**config.mk**
```make
export PLATFORM = sky130hd
export DESIGN_NAME = cpu_sequencer
export DESIGN_NICKNAME = d
export VERILOG_FILES = /design/src/rtl/cpu_sequencer.sv
export SDC_FILE = /design/constraint.sdc
export NUM_CORES = 1
export LEC_CHECK = 0
export ABC_AREA = 1
export BUFFER_PORTS_ARGS = -buffer_cell sky130_fd_sc_hd__buf_2
export CAP_MARGIN = 20
export CORE_MARGIN = 3
export CORE_UTILIZATION = 53
export CTS_BUF_LIST = sky130_fd_sc_hd__clkbuf_16
export CTS_CLUSTER_SIZE = 10
export DETAILED_ROUTE_END_ITERATION = 12
export PLACE_DENSITY = 0.89
export SLEW_MARGIN = 15
export SYNTH_ARGS = -nofsm -noshare
export SYNTH_HDL_FRONTEND = slang
export SYNTH_SLANG_ARGS = --single-unit
export TNS_END_PERCENT = 30
```
**constraint.sdc**
```tcl
create_clock -name clk -period 4.8 [get_ports clk]
set_input_delay 0.24 -clock clk [delete_from_list [all_inputs] [get_ports clk]]
set_output_delay 0.24 -clock clk [all_outputs]
set_load 0.005 [all_outputs]
```
**src/rtl/cpu_sequencer.sv**
```systemverilog
// Fetch/execute sequencer for the 8-bit accumulator CPU: eight-phase controller
// with wait states and timeout, illegal-opcode trap, resumable halt and single-step.
module cpu_sequencer #(
  parameter int OPW    = 3,
  parameter int WAIT_W = 4
) (
  input  logic           clk,
  input  logic           rst_,
  input  logic [OPW-1:0] opcode,
  input  logic           zero,
  input  logic           mem_rdy,
  input  logic           run,
  input  logic           step_mode,
  output logic           rd,
  output logic           wr,
  output logic           ld_ir,
  output logic           ld_ac,
  output logic           ld_pc,
  output logic           inc_pc,
  output logic           data_e,
  output logic           sel,
  output logic           halt,
  output logic           paused,
  output logic           illegal,
  output logic           bus_err,
  output logic [2:0]     phase
);

  typedef enum logic [1:0] {
    M_RUN    = 2'd0,
    M_HALTED = 2'd1,
    M_PAUSED = 2'd2,
    M_FAULT  = 2'd3
  } mode_t;

  // Last count before the stall counter saturates at all-ones.
  localparam logic [WAIT_W-1:0] STALL_LAST = WAIT_W'((2 ** WAIT_W) - 2);

  mode_t             r_mode;
  logic [2:0]        r_phase;
  logic [WAIT_W-1:0] r_stall;
  logic              r_illegal;
  logic              r_bus_err;

  logic [2:0] w_op;
  logic       w_bad_op;
  logic       w_run;
  logic       w_hlt, w_skz, w_sto, w_jmp, w_aluop;
  logic       w_adv;

  assign w_op = opcode[2:0];

  generate
    if (OPW > 3) begin : g_wide_op
      assign w_bad_op = |opcode[OPW-1:3];
    end else begin : g_base_op
      assign w_bad_op = 1'b0;
    end
  endgenerate

  assign w_run   = (r_mode == M_RUN);
  assign w_hlt   = !w_bad_op && (w_op == 3'd0);
  assign w_skz   = !w_bad_op && (w_op == 3'd1);
  assign w_sto   = !w_bad_op && (w_op == 3'd6);
  assign w_jmp   = !w_bad_op && (w_op == 3'd7);
  assign w_aluop = !w_bad_op && (w_op >= 3'd2) && (w_op <= 3'd5);

  // Strobes depend only on registered phase/mode and the stable IR/zero inputs,
  // never on mem_rdy.
  always_comb begin
    rd     = 1'b0;
    wr     = 1'b0;
    ld_ir  = 1'b0;
    ld_ac  = 1'b0;
    ld_pc  = 1'b0;
    inc_pc = 1'b0;
    data_e = 1'b0;
    sel    = !r_phase[2];
    if (w_run) begin
      case (r_phase)
        3'd1: rd = 1'b1;
        3'd2, 3'd3: begin
          rd    = 1'b1;
          ld_ir = 1'b1;
        end
        3'd4: inc_pc = !w_bad_op;
        3'd5: rd = w_aluop;
        3'd6: begin
          rd     = w_aluop;
          inc_pc = w_skz && zero;
          ld_pc  = w_jmp;
          data_e = w_sto;
        end
        3'd7: begin
          rd     = w_aluop;
          ld_ac  = w_aluop;
          ld_pc  = w_jmp;
          wr     = w_sto;
          data_e = w_sto;
        end
        default: ;
      endcase
    end
  end

  assign w_adv = !(rd || wr) || mem_rdy;

  always_ff @(posedge clk or posedge rst_) begin
    if (rst_) begin
      r_mode    <= M_RUN;
      r_phase   <= 3'd0;
      r_stall   <= '0;
      r_illegal <= 1'b0;
      r_bus_err <= 1'b0;
    end else begin
      case (r_mode)
        M_RUN: begin
          if (!w_adv) begin
            r_stall <= r_stall + WAIT_W'(1);
            if (r_stall == STALL_LAST) begin
              r_bus_err <= 1'b1;
              r_mode    <= M_FAULT;
            end
          end else begin
            r_stall <= '0;
            if (r_phase == 3'd4 && w_bad_op) begin
              // Trap before the operand phases; phase stays at 4.
              r_illegal <= 1'b1;
              r_mode    <= M_FAULT;
            end else begin
              r_phase <= r_phase + 3'd1;
              if (r_phase == 3'd4 && w_hlt)
                r_mode <= M_HALTED;
              if (r_phase == 3'd7 && step_mode)
                r_mode <= M_PAUSED;
            end
          end
        end
        M_HALTED, M_PAUSED: begin
          if (run)
            r_mode <= M_RUN;
        end
        default: ;
      endcase
    end
  end

  assign halt    = (r_mode == M_HALTED) || (r_mode == M_FAULT);
  assign paused  = (r_mode == M_PAUSED);
  assign illegal = r_illegal;
  assign bus_err = r_bus_err;
  assign phase   = r_phase;

endmodule

```
# == Yosys cells after proc, flatten, opt, wreduce, memory -nomap -nowiden ==
# Index checks and enable logic that the tools add are counted.
# op_classes
addsub,2
order_cmp,2
eq_ne,17
n_bitwise,1
muxes,21
reduce_logical,20
# ops
operator,count
equality test 3 bit (second input constant),6
two-way mux 1 bit,12
two-way mux 2 bit,5
equality test 3 x 1 -> 1 bit (second input constant),2
equality test 3 x 2 -> 1 bit (second input constant),2
OR reduction 2 bit,3
OR reduction 3 bit,2
adder 4 x 1 -> 4 bit (second input constant),1
equality test 2 bit (second input constant),2
equality test 4 bit (second input constant),1
logical AND 1 bit,4
two-way mux 4 bit,1
!= test 4 x 2 -> 1 bit (second input constant),1
one-hot mux 1 bit (2 select lines),2
one-hot mux 2 bit (2 select lines),1
AND reduction 4 bit,1
adder 3 x 1 -> 3 bit (second input constant),1
greater-or-equal comparator 3 x 2 -> 1 bit (second input constant),1
less-or-equal comparator 3 bit (second input constant),1
zero test 3 bit,1
logical OR 1 bit,3
!= test 3 x 1 -> 1 bit (second input constant),1
AND reduction 3 bit,1
equality test 2 x 1 -> 1 bit (second input constant),1
other kinds (6),7
# word_totals
wordCells,67
reg_bits,10
input_bits,9
out_inout_bits,15

# == Longest topological paths before layout ==
# logic_depth
word_depth,9
mapped_depth,13
ltp_nobuf,13

# == Least setup slack after synthesis ==
# OpenSTA, ideal clock, no wires.
# synth_timing
path_type,register to register
from,reg r_phase[0] (netlist: phase[0])
to,reg r_mode[0]
setup_slack_ns,3.183
arrival_ns,1.499
stages_incl_launch_ff,13
setup_time_ns,0.118
n_path_buf,0
cell_sequence,dfrtp_1 -> ha_1 -> ha_1 -> inv_1 -> nand3_1 -> nand2_1 -> nand2_1 -> nand2_2 -> nand2_4 -> nand3_1 -> nand3_2 -> nand2_1 -> nand2_1
# synth_between
elab_chain_cells,9
elab_cells_between_ends,24
classes_between,eq/ne (9); mux (7); reduce/logical (8)
# synth_lines
item,line,rtl
"start, declared",40,logic [2:0] r_phase;
"start signal, assigned",131,r_phase <= r_phase + 3'd1;
equality test 3 bit (tied with other cells),"80, 134",
OR reduction 3 bit (no source line),n/a,
one-hot mux 1 bit (2 select lines),80,case (r_phase)
two-way mux 1 bit,79,if (w_run) begin
logical OR 1 bit,106,assign w_adv = !(rd || wr) || mem_rdy;
zero test 1 bit,106,
logical OR 1 bit,106,
!= test 4 x 2 -> 1 bit (no source line) (tied with other cells),n/a,
AND reduction 4 bit (no source line) / one-hot mux 2 bit (2 select lines) (equally long branches),n/a,
"end signal, assigned",110,r_mode <= M_RUN;
"end signal, assigned",122,r_mode <= M_FAULT;
"end signal, assigned",129,r_mode <= M_FAULT;
"end, declared",39,mode_t r_mode;
# Several ways; a longest one is shown, not always the timed one.
# A chain may end at the register's enable or synchronous reset.

# == Worst setup path after layout ==
# layout_timing
from,reg r_mode[0]
to,out ld_ac
# layout_between
elab_chain_cells,2
# layout_lines
item,line,rtl
zero test 2 bit,61,assign w_run = (r_mode == M_RUN);
two-way mux 1 bit,79,
"end, declared",17,"output logic ld_ac,"
# Every way passes these cells.

==> results.yml <==
sta:
  finalSetupViolations: 0
  final_hold_viol_count: 0
  setup-tns-final_ps: 0
  fmax_ghz: 0.518
  timing.final.ws_setup_ps: 2870
  period_share_pct: 40.2
  final.setup_skew_ps: 2.43
  rsz0062_at_grt: "no"
  min_period_ps: 1930
  slew_viol_final: 0
yosys:
  synth_ff_type: "dfrtp_1"
  synth-async-reset-ratio_pct: 100
  avgSynthCellArea_um2: 8.02
  netlist_area_um2: 835
  synth_fp_nets: 125
  ys_seq_elements: 10
  synth_edf_count: 0
  ys_seq_area_share_pct: 30.0
  yosysWarnings: 0
  synth_cells: 104
  yosys.cell_types.count: 26
clock_network:
  cts_buffers: 3
  cts_buffer_depth: 2
  cts.sinks: 10
  post-cts-setup-buffer-count: 0
  cts_root_buf: "clkbuf_16"
  path_clk_slew_ps: 40
  tritoncts: "done"
  h-tree-depth: 1
  clk_latency_ps: 230
die:
  rows: 13
  fp.dieW_um: 45.7
  pin_count: 24
  initial_core_util_pct: 60.4
  die-area_um2: 2090
  core-area_um2: 1380
  die_h_um: 45.7
cells_and_area:
  multi_input_comb_area_um2: 497
  regArea_um2: 250
  drive_gt1_share_pct: 28.9
  syn2layout_area_growth_pct: 23.4
  antenna_cells: 0
  layoutNonFillerInstCount: 143
  fin_nets: 151
  fillers: 92
power:
  max-vdd-ir-drop_mv: 0.523
  cellLeakagePower_uw: 0.000602
  power_density_nw_per_um2: 647
detailed_routing:
  final_antenna_net_count: 0
  wire_per_inst_um: 12.6
  drt_iter0_drc: 10
  drc_errors: 0
  vias: 762
  routed_via_density: 5.33
  wl_um: 1800
  firstDrtPassIters: 4
placed_design:
  hpwl_um: 1400
  dp_cells: 139
  globalplace.congestion: 0.799
  io_buffers: 22
  dp_slack_ps: 2990
global_route:
  track_usage_pct: 19.7
  grt_antenna_before_repair: 0
  grt_pass1_wl_um: 2900
  grt_max_degree: 11
  grt_pass1_vias: 701
  grt_overflow: 0
run_status:
  outcome: "finished clean"
worst_hold_path:
  min-delay-start: "mem_rdy"
  hp-class: "in2reg"
  holdPathEnd: "bus_err$_DFFE_PP0P_"
  holdPathStages: 4
worst_setup_path:
  r2r_start: "phase[1]$_DFFE_PP0P_"
  reg2reg_depth: 12
  cpPeakStageDelay_ps: 410
  crit_fanout: 7
  cp-start-kind: "flop"
  endpoint_kind: "primary output"
  crit_chain: "inv_1 -> ha_1 -> inv_1 -> nor4_1 -> buf_2"
  cp_slowest_cell: "dfrtp_1"
  path_class: "reg2out"
  r2r-end: "r_mode[1]$_DFFE_PP0P_"
  cp_data_arrival_time_ps: 1690
  cp_num_buf_inv: 3
  rrSetupSlack_ps: 2980
  crit_required_ps: 4560
  crit_family: "buffers and inverters"
  cpMostUsedCell: "inv_1"
flow_run:
  max_cap_viol_count: 0
-- through the flow --
step                power [µW]  cell area, µm²  utilization, %  hold slack, ps
finish                     666            1030            74.5             394
floorplan                  424             835               -            80.2
detailed placement         516             945            68.3             225
global route               723            1030            74.5             406
global placement           499             945            68.3             223
CTS                        669            1030            74.5             392
-- worst max-delay path by stage --
stage                          start               endpoint  slack, ps  depth (start not counted)
2_1_floorplan   phase[0]$_DFFE_PP0P_  r_mode[0]$_DFFE_PP0P_       3180                         12
3_3_place_gp    phase[1]$_DFFE_PP0P_  r_mode[0]$_DFFE_PP0P_       3060                         12
3_5_place_dp    phase[1]$_DFFE_PP0P_  r_mode[1]$_DFFE_PP0P_       2990                         12
4_1_cts        r_mode[0]$_DFFE_PP0P_                  ld_ac       2870                          5
5_1_grt        r_mode[0]$_DFFE_PP0P_                  ld_ac       2820                          5
6_report       r_mode[0]$_DFFE_PP0P_                  ld_ac       2870                          5
-- where the power goes --
part	internal (µW)	switching (µW)	leakage, µW
Combinational	142	226	0.000435
Clock	108	35.7	0.0000370
Sequential	116	39.7	0.000130
-- layout by cell type, fill, tap and decap left out --
| cell | netlist | final |
|---|---|---|
| or2_2 | 1 | 1 |
| o21ai_0 | 1 | 1 |
| xor2_1 | 3 | 3 |
| nand2_2 | 2 | 2 |
| nand3b_1 | 1 | 1 |
| nor2_1 | 7 | 7 |
| o21ai_1 | 2 | 2 |
| clkbuf_16 | 0 | 3 |
| inv_4 | 2 | 2 |
| nand3_1 | 8 | 8 |
| nor3_1 | 2 | 2 |
| nand2_8 | 1 | 1 |
| nand4_1 | 2 | 2 |
| a21oi_1 | 4 | 4 |
| nand2_4 | 2 | 2 |
| ha_1 | 12 | 12 |
| dfrtp_1 | 10 | 10 |
| nor4_1 | 1 | 1 |
| nor2_2 | 1 | 1 |
| dlygate4sd3_1 | 0 | 1 |
| buf_2 | 0 | 22 |
| inv_1 | 15 | 15 |
| o21ai_2 | 1 | 1 |
| nand3_2 | 2 | 2 |
| nand2_1 | 20 | 20 |
| conb_1 | 1 | 1 |
| o21bai_1 | 1 | 1 |
-- cell usage after synthesis, types with 2 or more instances --
cell type / instances / area [µm²]
nand2_1: 20 / 75.1
inv_1: 15 / 56.3
ha_1: 12 / 150
dfrtp_1: 10 / 250
nand3_1: 8 / 40.0
nor2_1: 7 / 26.3
a21oi_1: 4 / 20.0
xor2_1: 3 / 26.3
inv_4: 2 / 12.5
nand2_2: 2 / 12.5
nand2_4: 2 / 22.5
nand3_2: 2 / 20.0
nand4_1: 2 / 12.5
nor3_1: 2 / 10.0
o21ai_1: 2 / 10.0
-- area by class of cell --
type	count	area share, %
sequential	10	24.3
inverter	17	6.68
timing repair buffer	23	11.7
multi-input combinational	75	48.2
tap	15	1.82
clock buffer	3	7.29
-- logic make-up after synthesis --
logic type / share of synthesized area, %
simple gates: 31.8
buf+inv: 10.5
fa+ha+maj: 18.0
flops: 30.0
compound gates: 6.15
xor+xnor: 3.15
other cells: 0.449
-- state kept, by name (all words and copies together) (netlist names) --
register,cells
r_stall,4
phase,3
r_mode,2
bus_err,1
-- timing repair --
item	CTS	global route
hold buffers	1	0
hold endpoints to repair	10	0
gates resized for setup	0	0
-- metal layers --
layer / wire length (µm) / vias to the layer above / GRT usage [%]
met5: 0 / - / 0
met4: 63 / 0 / 12.9
met3: 118 / 9 / 3.95
met2: 857 / 32 / 31.8
met1: 761 / 344 / 23.3
li1: - / 377 / -
-- worst reg2reg max path: stages (launching register included) --
cell	delay (ps)
dfrtp_1	420
ha_1	230
ha_1	220
inv_1	80
nand3_1	80
nand2_1	60
nand2_1	70
nand2_2	90
nand2_4	80
nand3_1	150
nand3_2	100
nand2_1	80
nand2_1	50
(Power assumes the default switching activity.)
